File: src/rtl/mix_pkg.sv
// mix_pkg -- shared types and constants for the mix scheduler slice.
//   WIDTH / DIM / VEC_W : element width, matrix dimension and flat vector width
//   matrix_t            : DIM x DIM matrix of WIDTH-bit elements (packs to VEC_W)
//   state_e             : scheduler FSM states
package mix_pkg;

    localparam int WIDTH = 8;
    localparam int DIM   = 4;
    localparam int VEC_W = 128;

    typedef logic [DIM-1:0][DIM-1:0][WIDTH-1:0] matrix_t;

    typedef enum logic [1:0] {
        ST_IDLE   = 2'd0,
        ST_LAUNCH = 2'd1,
        ST_BUSY   = 2'd2,
        ST_RESP   = 2'd3
    } state_e;

endpackage

File: src/rtl/rr_arb2.sv
// rr_arb2 -- two-requester round-robin arbiter (purely combinational).
//   i_req   : request bits, bit n = requester n
//   i_last  : requester granted most recently
//   o_grant : one-hot grant (zero when nothing is requested)
module rr_arb2 (
    input  logic [1:0] i_req,
    input  logic       i_last,
    output logic [1:0] o_grant
);

    // Contention goes to the requester that was not served last; a lone request wins outright.
    always_comb begin
        o_grant = 2'b00;
        if (i_req == 2'b11) begin
            if (i_last) begin
                o_grant = 2'b01;
            end else begin
                o_grant = 2'b10;
            end
        end else begin
            o_grant = i_req;
        end
    end

endmodule

File: src/rtl/mix_sched.sv
// mix_sched -- schedules jobs from two requesters onto a single mix engine.
//   clk_i, rst_i              : clock, synchronous active-high reset
//   req_valid_i / req_ready_o : per-requester request and one-hot accept pulse (IDLE only)
//   req0_vec_i, req1_vec_i    : requester input vectors
//   eng_vec_o, eng_start_o    : engine input vector and start pulse (drives engine reset)
//   eng_done_i, eng_mix_i     : engine completion flag and result
//   resp_*                    : result handshake; resp_err_o marks a timed-out job (data zero)
// Optional build macro MIX_SCHED_CG_EN adds eng_cg_en_o, high in LAUNCH and BUSY only.
module mix_sched
    import mix_pkg::*;
#(
    parameter int TIMEOUT = 64
) (
    input  logic             clk_i,
    input  logic             rst_i,
    input  logic [1:0]       req_valid_i,
    input  logic [VEC_W-1:0] req0_vec_i,
    input  logic [VEC_W-1:0] req1_vec_i,
    output logic [1:0]       req_ready_o,
    output logic             resp_valid_o,
    output logic             resp_id_o,
    output logic [VEC_W-1:0] resp_data_o,
    output logic             resp_err_o,
    input  logic             resp_ready_i,
    output logic [VEC_W-1:0] eng_vec_o,
    output logic             eng_start_o,
    input  logic             eng_done_i,
    input  logic [VEC_W-1:0] eng_mix_i
`ifdef MIX_SCHED_CG_EN
    ,
    output logic             eng_cg_en_o
`endif
);

    // Last BUSY cycle index before the job is aborted.
    localparam logic [7:0] TO_LAST = 8'(TIMEOUT - 1);

    state_e           r_state;
    state_e           w_next_state;
    logic             r_last;
    logic [7:0]       r_cnt;
    matrix_t          r_vec;
    logic             r_start;
    logic             r_cg_en;
    logic             r_resp_valid;
    logic             r_resp_id;
    logic [VEC_W-1:0] r_resp_data;
    logic             r_resp_err;
    logic [1:0]       w_grant;
    logic [1:0]       w_accept;
    logic             w_timeout;

    rr_arb2 u_arb (
        .i_req   (req_valid_i),
        .i_last  (r_last),
        .o_grant (w_grant)
    );

    // Arbiter result only counts as an accept while idle.
    always_comb begin
        w_accept  = 2'b00;
        w_timeout = 1'b0;
        if (r_state == ST_IDLE) begin
            w_accept = w_grant;
        end else begin
            w_accept = 2'b00;
        end
        if (r_cnt == TO_LAST) begin
            w_timeout = 1'b1;
        end else begin
            w_timeout = 1'b0;
        end
    end

    // Next-state logic; done wins over timeout because both lead to RESP and the capture favours done.
    always_comb begin
        w_next_state = r_state;
        case (r_state)
            ST_IDLE: begin
                if (w_grant != 2'b00) begin
                    w_next_state = ST_LAUNCH;
                end else begin
                    w_next_state = ST_IDLE;
                end
            end
            ST_LAUNCH: begin
                w_next_state = ST_BUSY;
            end
            ST_BUSY: begin
                if (eng_done_i || w_timeout) begin
                    w_next_state = ST_RESP;
                end else begin
                    w_next_state = ST_BUSY;
                end
            end
            ST_RESP: begin
                if (resp_ready_i) begin
                    w_next_state = ST_IDLE;
                end else begin
                    w_next_state = ST_RESP;
                end
            end
            default: begin
                w_next_state = ST_IDLE;
            end
        endcase
    end

    // State, pointer, counter and registered outputs; reset holds the engine in reset via start.
    always_ff @(posedge clk_i) begin
        if (rst_i) begin
            r_state      <= ST_IDLE;
            r_last       <= 1'b1;
            r_cnt        <= 8'd0;
            r_vec        <= '0;
            r_start      <= 1'b1;
            r_cg_en      <= 1'b0;
            r_resp_valid <= 1'b0;
            r_resp_id    <= 1'b0;
            r_resp_data  <= '0;
            r_resp_err   <= 1'b0;
        end else begin
            r_state      <= w_next_state;
            r_start      <= (w_next_state == ST_LAUNCH);
            r_cg_en      <= (w_next_state == ST_LAUNCH) || (w_next_state == ST_BUSY);
            r_resp_valid <= (w_next_state == ST_RESP);

            if (r_state == ST_LAUNCH) begin
                r_cnt <= 8'd0;
            end else if (r_state == ST_BUSY) begin
                r_cnt <= r_cnt + 8'd1;
            end

            if (w_accept != 2'b00) begin
                r_vec  <= w_accept[1] ? req1_vec_i : req0_vec_i;
                r_last <= w_accept[1];
            end

            // r_last still names the owner of the in-flight job, so it doubles as the response id.
            if ((r_state == ST_BUSY) && eng_done_i) begin
                r_resp_data <= eng_mix_i;
                r_resp_err  <= 1'b0;
                r_resp_id   <= r_last;
            end else if ((r_state == ST_BUSY) && w_timeout) begin
                r_resp_data <= '0;
                r_resp_err  <= 1'b1;
                r_resp_id   <= r_last;
            end else if ((r_state == ST_RESP) && resp_ready_i) begin
                r_resp_data <= '0;
                r_resp_err  <= 1'b0;
                r_resp_id   <= 1'b0;
            end
        end
    end

    assign req_ready_o  = w_accept & {2{~rst_i}};
    assign resp_valid_o = r_resp_valid;
    assign resp_id_o    = r_resp_id;
    assign resp_data_o  = r_resp_data;
    assign resp_err_o   = r_resp_err;
    assign eng_vec_o    = r_vec;
    assign eng_start_o  = r_start;
`ifdef MIX_SCHED_CG_EN
    assign eng_cg_en_o  = r_cg_en;
`else
    // Without the gating port the enable register has no load and is trimmed away.
    logic w_cg_unused;
    assign w_cg_unused = r_cg_en;
`endif

endmodule

File: config.mk
export PLATFORM = sky130hd
export DESIGN_NAME = mix_sched
export DESIGN_NICKNAME = d
export VERILOG_FILES = /design/src/rtl/mix_pkg.sv /design/src/rtl/rr_arb2.sv /design/src/rtl/mix_sched.sv
export SDC_FILE = /design/constraint.sdc
export NUM_CORES = 1
export LEC_CHECK = 0
export ABC_AREA = 1
export CORE_AREA = 4 4 251 253
export DETAILED_ROUTE_END_ITERATION = 7
export DIE_AREA = 0 0 255 257
export PLACE_DENSITY = 0.52
export SYNTH_ARGS = -nofsm -noshare
export SYNTH_HDL_FRONTEND = slang
export SYNTH_SLANG_ARGS = --single-unit
export TNS_END_PERCENT = 20
File: constraint.sdc
create_clock -name clk_i -period 3.11 [get_ports clk_i]
set_input_delay 0.622 -clock clk_i [delete_from_list [all_inputs] [get_ports clk_i]]
set_output_delay 0.622 -clock clk_i [all_outputs]
set_load 0.01 [all_outputs]
==> results.toml, run 1 <==
[yosys]
syn-cell-area_um2 = 10500
synth.distinct_cells = 25
synthesis.nets = 1658
ys_ff_latch = 271
ys_warn_count = 0
seq_area_frac_synth_pct = 51.6
postSynthCellCount = 1267
synth_area_per_cell_um2 = 8.29

[global_route]
grt_pass1_wl_mm = 76.7
grt_usage_pct = 15.1
grt_pass1_vias = 11913
antenna_found_initial = 15
overflow = 0
grt_max_degree = 132

[placement]
io_buffers = 651
dp_hpwl_mm = 38.7
placed_cells = 2591
postPlaceCellArea_um2 = 17700
gp_congestion = 0.842

[setup_path]
r2r_start = "r_state[1]"
reg2reg_depth = 6
crit_arrival_ns = 2.19
crit_chain = "nor2_2 > nand2_1 > a211oi_1 > clkdlybuf4s50_1"
r2r_end = "resp_data_o[11]"
crit_path_end_kind = "output pin"
slowest_stage = "clkdlybuf4s50_1"
crit_path_max_fanout = 6
critPathLaunchType = "register"
ff2ff_setup_slack_ns = 0.91
crit_type = "reg2out"
cp_data_required_time_ns = 2.49
max_stage_delay_ns = 0.62

[die]
die-area_um2 = 65500
core_um2 = 61000
die_x_um = 255
start_util_pct = 17.2
die_y_um = 257
rows = 91
pin_count = 652

[drt]
drcViolationCount = 0
vias_per_cell = 4.54
drt_iter0_drc = 691
drt_pass1_iterations = 5
wl_per_cell_um = 20.1
dr_total_vias = 12068
ant_nets = 0
drt_wl_total_mm = 53.3

[hold_path]
min_to = "resp_err_o"
whs_path_depth = 2
min_from = "resp_err_o"
hold_path_class = "reg2reg"

[clock_network]
cts_tree = "done"
clk_pin_slew_ns = 0.06
cts-root-buf = "clkbuf_16"
htree_levels = 2
clock_latency_ns = 0.55
cts-resized-gates = 0
cts_buffer_depth = 3
clock_sinks = 271
holdBufCountCts = 0
cts_setup_buffers = 0
numCtsBuffers = 36

[layout]
layout.cells.non_filler = 2659
nets = 2230
fin_area_um2 = 18900
drive_gt1_share_pct = 5.36
areaGrowthSynthToFinish_pct = 80.0
fin_util_pct = 31.0

[timing]
setup_viol = 0
slew_viol_final = 0
finalCriticalPeriod_ns = 2.81
skew_ns = 0.0181
relSlewSlack_pct = 52.2
max_freq_ghz = 0.355
tightest_slew_ns = 0.718
finalCritPeriodShare_pct = 90.5
setup_tns_ns = 0
rsz0062_at_grt = "false"
hold_viol = 0
hold_slack_ns = 0.477

[power_and_ir_drop]
pwr-share-seq_pct = 37.7
p_sw_w = 0.00301
p_int_w = 0.00761
comb_power_share_pct = 22.4
peakVddDrop_v = 0.000368
clockPowerShare_pct = 39.9
swShare_pct = 28.4
power.density_nw_per_um2 = 562
power_leakage_nw = 6.48

[status]
status = "finished, final reports clean"

[flow_run]
cap_violations = 0
-- cell families after synthesis --
group,Yosys count,synth area share (%)
fa+ha+maj,1,0.119
xor+xnor,2,0.167
flops,271,51.6
buf+inv,155,6.75
simple gates,316,14.8
compound gates,522,26.5
-- critical path, delay by kind of cell (launching register included) --
kind	cells	cell delay, ns
and+or+nand+nor	2	0.30
buffers and inverters	1	0.62
DFF	1	0.40
AOI/OAI and AO/OA	1	0.33
-- worst max path at each step --
stage | start | to | slack (ns) | depth (start not counted)
floorplan | rst_i | req_ready_o[0] | 1.17 | 3
CTS | r_state[0] | req_ready_o[0] | 0.20 | 4
global placement | req_valid_i[1] | req_ready_o[0] | 0.31 | 3
detailed placement | req_valid_i[1] | req_ready_o[0] | 0.30 | 3
finish | r_state[0] | req_ready_o[0] | 0.30 | 4
global route | r_state[0] | req_ready_o[0] | 0.18 | 4
-- cell usage in the layout, fill, tap and decap left out, types with 2 or more instances in the layout --
cell type          n
bufinv_16          3
nor2_2             2
buf_4             14
a211oi_1           2
clkbuf_16         36
a21oi_1          262
diode_2            2
nor2_4             3
o211ai_1           2
clkdlybuf4s50_1  650
inv_2              3
inv_1              9
nand4_1          130
nor2_1            13
o21ai_0          123
o21ai_1            6
nand3_1            6
xor2_1             2
dfxtp_1          271
nand3_4            2
buf_12            11
nand2_1          155
nand2_4            2
clkbuf_1           7
clkinv_2          12
clkbuf_8           5
o22ai_1          127
-- final cells by class --
type	instances	area [µm²]
well taps	790	988
multi-input cells	841	4410
fillers	6425	42100
flip-flops and latches	271	5430
clock inverters	18	199
inverters	14	56.3
repair buffers	675	6830
diodes	2	5.00
clock buffers	48	996
-- state kept, by name, summed over array words and instances (netlist names) --
name and cells:
r_state 2, r_last 1, resp_err_o 1, eng_vec_o 128, r_cnt 8, resp_data_o 128, eng_start_o 1, resp_id_o 1
resp_valid_o 1
-- synthesized netlist by cell type --
master    count  area, µm²
dfxtp_1     271       5430
a21oi_1     262       1310
nand2_1     156        586
nand4_1     130        813
o22ai_1     127        795
o21ai_0     123        616
buf_2        72        360
clkbuf_1     47        176
nor2_1       14       52.6
buf_1        12       45.0
buf_4        10       75.1
inv_1        10       37.5
nand3_1       7       35.0
o21ai_1       6       30.0
inv_2         4       15.0
a211oi_1      2       15.0
nand2_2       2       12.5
nor2_2        2       12.5
nor2_4        2       22.5
o211ai_1      2       15.0
xor2_1        2       17.5
ha_1          1       12.5
nand3_2       1       10.0
nand3b_1      1       7.51
or2_2         1       6.26
-- routing by layer --
layer | global-route usage [%] | wire [µm] | vias to the layer above | share of wire, %
li1 | - | - | 5782 | -
met1 | 17.5 | 20800 | 5639 | 39
met2 | 25.9 | 25700 | 552 | 48
met3 | 5.66 | 5380 | 91 | 10
met4 | 4.49 | 1500 | 4 | 2.8
met5 | 0 | 27 | - | 0.051
-- power by group through the flow --
| stage | Clock, W | Combinational (W) | Sequential (W) |
|---|---|---|---|
| 3_3_place_gp | 0 | 0.00237 | 0.00406 |
| 4_1_cts | 0.00441 | 0.00240 | 0.00400 |
| 5_1_grt | 0.00452 | 0.00257 | 0.00404 |
| 3_5_place_dp | 0 | 0.00238 | 0.00406 |
| 6_report | 0.00424 | 0.00238 | 0.00400 |
| 2_1_floorplan | 0 | 0.000783 | 0.00418 |
-- per-stage QoR --
| stage | setup WS, ns | total power, W |
|---|---|---|
| final | 0.295 | 0.0106 |
| after global routing | 0.182 | 0.0111 |
| after CTS | 0.205 | 0.0108 |
| after detailed placement | 0.297 | 0.00644 |
| after global placement | 0.313 | 0.00643 |
| after floorplan | 1.17 | 0.00497 |
(Power assumes the default switching activity.)
==> run 2, diff against run 1 <==
--- a/config.mk
+++ b/config.mk
@@ -6,9 +6,9 @@
 export NUM_CORES = 1
 export LEC_CHECK = 0
 export ABC_AREA = 1
-export CORE_AREA = 4 4 251 253
+export CORE_AREA = 5 5 252 254
 export DETAILED_ROUTE_END_ITERATION = 7
-export DIE_AREA = 0 0 255 257
+export DIE_AREA = 0 0 257 259
 export PLACE_DENSITY = 0.52
 export SYNTH_ARGS = -nofsm -noshare
 export SYNTH_HDL_FRONTEND = slang
==> results.toml, run 2 (same netlist as run 1, synthesis figures left out) <==
[die]
die-area_um2 = 66600
pin_count = 652
die_x_um = 257
rows = 91
die_y_um = 259
start_util_pct = 17.2
core_um2 = 61000

[layout]
final_common_cell = "clkdlybuf4s50_1"
multiInputGateArea_um2 = 4410
drive_gt1_share_pct = 4.99
fin_util_pct = 30.9
nets = 2231
regArea_um2 = 5430
n_fill_cell = 6389
areaGrowthSynthToFinish_pct = 79.5
layout_common_cells = "clkdlybuf4s50_1, dfxtp_1, a21oi_1, nand2_1, nand4_1"

[setup_path]
r2r_end = "resp_data_o[19]"
crit_type = "reg2out"
cp-startpoint = "r_state[0]"
crit_path_end_kind = "output pin"
r2r_start = "r_state[1]"
critPathLaunchType = "register"
reg2reg_depth = 6
crit_path_max_fanout = 6
cp_data_required_time_ns = 2.49
cp-endpoint = "req_ready_o[0]"
ff2ff_setup_slack_ns = 0.88
crit_arrival_ns = 2.16

[clock_network]
clock_latency_ns = 0.55
holdBufCountCts = 0
clock_sinks = 271
numCtsBuffers = 35
cts-resized-gates = 0
clk_pin_slew_ns = 0.05
cts_tree = "done"
cts-root-buf = "clkbuf_16"
cts_setup_buffers = 0
htree_levels = 2
cts_buffer_depth = 3

[drt]
vias_per_cell = 4.52
dr_total_vias = 12057
wl_per_cell_um = 20.3
drt_iter0_drc = 745
ant_nets = 0
drt_pass1_iterations = 5
drt_wl_total_mm = 54.0
drcViolationCount = 0

[global_route]
grt_max_degree = 132
grt_pass1_vias = 12195
grt_pass1_wl_mm = 79.4
overflow = 0
antenna_found_initial = 21
grt_usage_pct = 15.2

[placement]
io_buffers = 651
gp_congestion = 0.844
dp_hpwl_mm = 39.6
post-place-ws_ns = 0.350

[timing]
setup_viol = 0
tightest_slew_ns = 0.819
finalCriticalPeriod_ns = 2.78
finalCritPeriodShare_pct = 89.4
fin_ws_ns = 0.331
skew_ns = 0.0209
hold_viol = 0
slew_viol_final = 0
max_freq_ghz = 0.360
rsz0062_at_grt = "false"
setup_tns_ns = 0
relSlewSlack_pct = 45.4

[flow_run]
cap_violations = 0

[status]
status = "finished, final reports clean"

[power_and_ir_drop]
power_leakage_nw = 6.43
peakVddDrop_v = 0.000381
power.density_nw_per_um2 = 542

[hold_path]
hold_path_class = "in2reg"
run 2: metrics by stage:
| step | hold WS [ns] | total power, W | cell area (µm²) | instances |
|---|---|---|---|---|
| CTS | 0.379 | 0.0104 | 18800 | 2653 |
| finish | 0.416 | 0.0102 | 18900 | 2665 |
| detailed placement | 0.477 | 0.00646 | 17800 | 2593 |
| global placement | 0.466 | 0.00644 | 17800 | 2593 |
| floorplan | 0.457 | 0.00497 | 10500 | 1267 |
| global route | 0.391 | 0.0108 | 18900 | 2663 |
run 2: area by class of cell:
type	instances	share of cell area (%)
timing repair buffer	677	36.4
sequential	271	28.8
multi-input combinational	841	23.4
tap	790	5.24
clock buffer	50	5.21
clock inverter	10	0.484
inverter	14	0.305
antenna	12	0.159
run 2: how the worst min path moves through the flow:
stage                     from          endpoint  slack [ns]  cells past startpoint
floorplan               r_last         resp_id_o        0.46                      2
global placement    resp_err_o        resp_err_o        0.47                      2
detailed placement  resp_err_o        resp_err_o        0.48                      2
CTS                      rst_i         resp_id_o        0.38                      2
global route             rst_i         resp_id_o        0.39                      2
finish                   rst_i  resp_data_o[114]        0.42                      2
run 2: layer usage:
metal	wire length (µm)	GRT usage, %	share of wire [%]
met4	1530	6.11	2.8
met2	26500	25.5	49
met3	4960	5.83	9.2
met1	21000	17.5	39
met5	20	0	0.037
run 2: critical path: stages, from the launching register on:
cell,delay (ns)
dfxtp_1,0.41
nor2_2,0.24
nand2_1,0.08
a211oi_1,0.28
clkdlybuf4s50_1,0.60
run 2: power by group:
part	switching, W	internal, W	total, W
clock network	0.00163	0.00222	0.00385
logic	0.00111	0.00128	0.00239
registers	0.000182	0.00381	0.00399
==> run 3, diff against run 2 <==
--- a/config.mk
+++ b/config.mk
@@ -9,6 +9,7 @@
 export CORE_AREA = 5 5 252 254
 export DETAILED_ROUTE_END_ITERATION = 7
 export DIE_AREA = 0 0 257 259
+export GPL_TIMING_DRIVEN = 0
 export PLACE_DENSITY = 0.52
 export SYNTH_ARGS = -nofsm -noshare
 export SYNTH_HDL_FRONTEND = slang
==> results.toml, run 3 (same netlist as run 1, synthesis figures left out) <==
[status]
status = "finished, final reports clean"

[flow_run]
cap_violations = 0

[global_route]
antenna_found_initial = 23
overflow = 0
grt_pass1_wl_mm = 88.1
grt_usage_pct = 17.2
grt_max_degree = 12
grt_pass1_vias = 13230

[placement]
placed_cells = 2707
gp_congestion = 0.915
io_buffers = 650
dp_hpwl_mm = 49.3
post-place-ws_ns = 0.110

[clock_network]
clock_sinks = 271
clk_pin_slew_ns = 0.05
cts_buffer_depth = 3
clock_latency_ns = 0.54
cts-resized-gates = 0
numCtsBuffers = 35
cts_setup_buffers = 0
cts_tree = "done"
cts-root-buf = "clkbuf_16"
holdBufCountCts = 0
htree_levels = 2

[setup_path]
crit_path_frequent_cell = "clkdlybuf4s50_1"
crit_family = "buffers and inverters"
max_stage_delay_ns = 0.59
crit_path_end_kind = "output pin"
crit_type = "in2out"
crit_arrival_ns = 2.23
cp_num_buf_inv = 2
critPathLaunchType = "input pin"
crit_path_max_fanout = 3
cp_data_required_time_ns = 2.49
ff2ff_setup_slack_ns = 0.93
slowest_stage = "clkdlybuf4s50_1"
crit_chain = "clkdlybuf4s50_1 > nand2_1 > nand3_1 > nor2_1 > clkdlybuf4s50_1"

[timing]
finalCriticalPeriod_ns = 2.85
setup_viol = 0
slew_viol_final = 0
setup_tns_ns = 0
skew_ns = 0.0182
tightest_slew_ns = 0.701
max_freq_ghz = 0.351
finalCritPeriodShare_pct = 91.6
hold_viol = 0
fin_ws_ns = 0.262
relSlewSlack_pct = 53.2
rsz0062_at_grt = "false"

[drt]
drt_iter0_drc = 575
dr_total_vias = 12695
drt_pass1_iterations = 6
drcViolationCount = 0
wl_per_cell_um = 22.1
vias_per_cell = 4.58
ant_nets = 0
drt_wl_total_mm = 61.3

[die]
die_y_um = 259
core_um2 = 61000
start_util_pct = 17.2
rows = 91
pin_count = 652
die_x_um = 257
die-area_um2 = 66600

[power_and_ir_drop]
power_leakage_nw = 6.62
peakVddDrop_v = 0.000311
power.density_nw_per_um2 = 543

[layout]
areaGrowthSynthToFinish_pct = 81.8
multiInputGateArea_um2 = 4370
n_fill_cell = 6456
layout.cells.non_filler = 2774
nets = 2345
drive_gt1_share_pct = 7.29
regArea_um2 = 5430
layout_common_cells = "clkdlybuf4s50_1, dfxtp_1, a21oi_1, nand2_1, nand4_1"
final_common_cell = "clkdlybuf4s50_1"

[hold_path]
hold_path_class = "reg2reg"
==> run 3: changes by cell type in the layout (fill, tap and decap cells not counted), sizes merged <==
cell	change
clkbuf	+50
diode	-4
buf	+67
inv	+1
clkinv	-5
==> run 3: final timing paths <==
| kind | start | end | cells after the start |
|---|---|---|---|
| worst max-delay path | req_valid_i[0] | req_ready_o[1] | 5 |
| worst min-delay path | resp_data_o[84] | resp_data_o[84] | 2 |
| worst max register to register | r_last | eng_vec_o[30] | 6 |
| worst min register to register | resp_data_o[84] | resp_data_o[84] | 2 |
==> run 3: worst reg2reg max path, delay by kind of cell, from the launching register on <==
family,cells,cell delay (ns)
buffers and inverters,2,1.02
AOI/OAI and AO/OA,2,0.47
DFF,1,0.37
and+or+nand+nor,2,0.26
==> run 3: power breakdown <==
| part | internal (W) | total [W] | switching (W) |
|---|---|---|---|
| registers | 0.00381 | 0.00401 | 0.000197 |
| clock network | 0.00229 | 0.00386 | 0.00158 |
| logic | 0.00129 | 0.00251 | 0.00122 |
==> run 3: layout make-up <==
class                           count  share of cell area (%)
Antenna cell                        8                   0.105
Buffer                            141                    3.44
Clock buffer                       53                    5.41
Clock inverter                      6                   0.216
Inverter                           14                   0.275
Multi-Input combinational cell    841                    22.9
Sequential cell                   271                    28.4
Tap cell                          790                    5.18
Timing Repair Buffer              650                    34.1
==> run 3: through the flow <==
step | hold WS [ns] | instance area [µm²] | utilization, % | total power [W]
detailed placement | 0.478 | 18000 | 29.5 | 0.00658
floorplan | 0.457 | 10500 | - | 0.00497
global placement | 0.470 | 18000 | 29.5 | 0.00657
finish | 0.482 | 19100 | 31.3 | 0.0104
global route | 0.500 | 19100 | 31.3 | 0.0109
CTS | 0.485 | 19100 | 31.3 | 0.0105
==> run 3: routing by layer <==
layer | wire (µm) | track usage (%)
met1 | 22800 | 18.6
met2 | 31000 | 31.0
met3 | 5690 | 6.82
met4 | 1650 | 5.23
met5 | 83 | 0
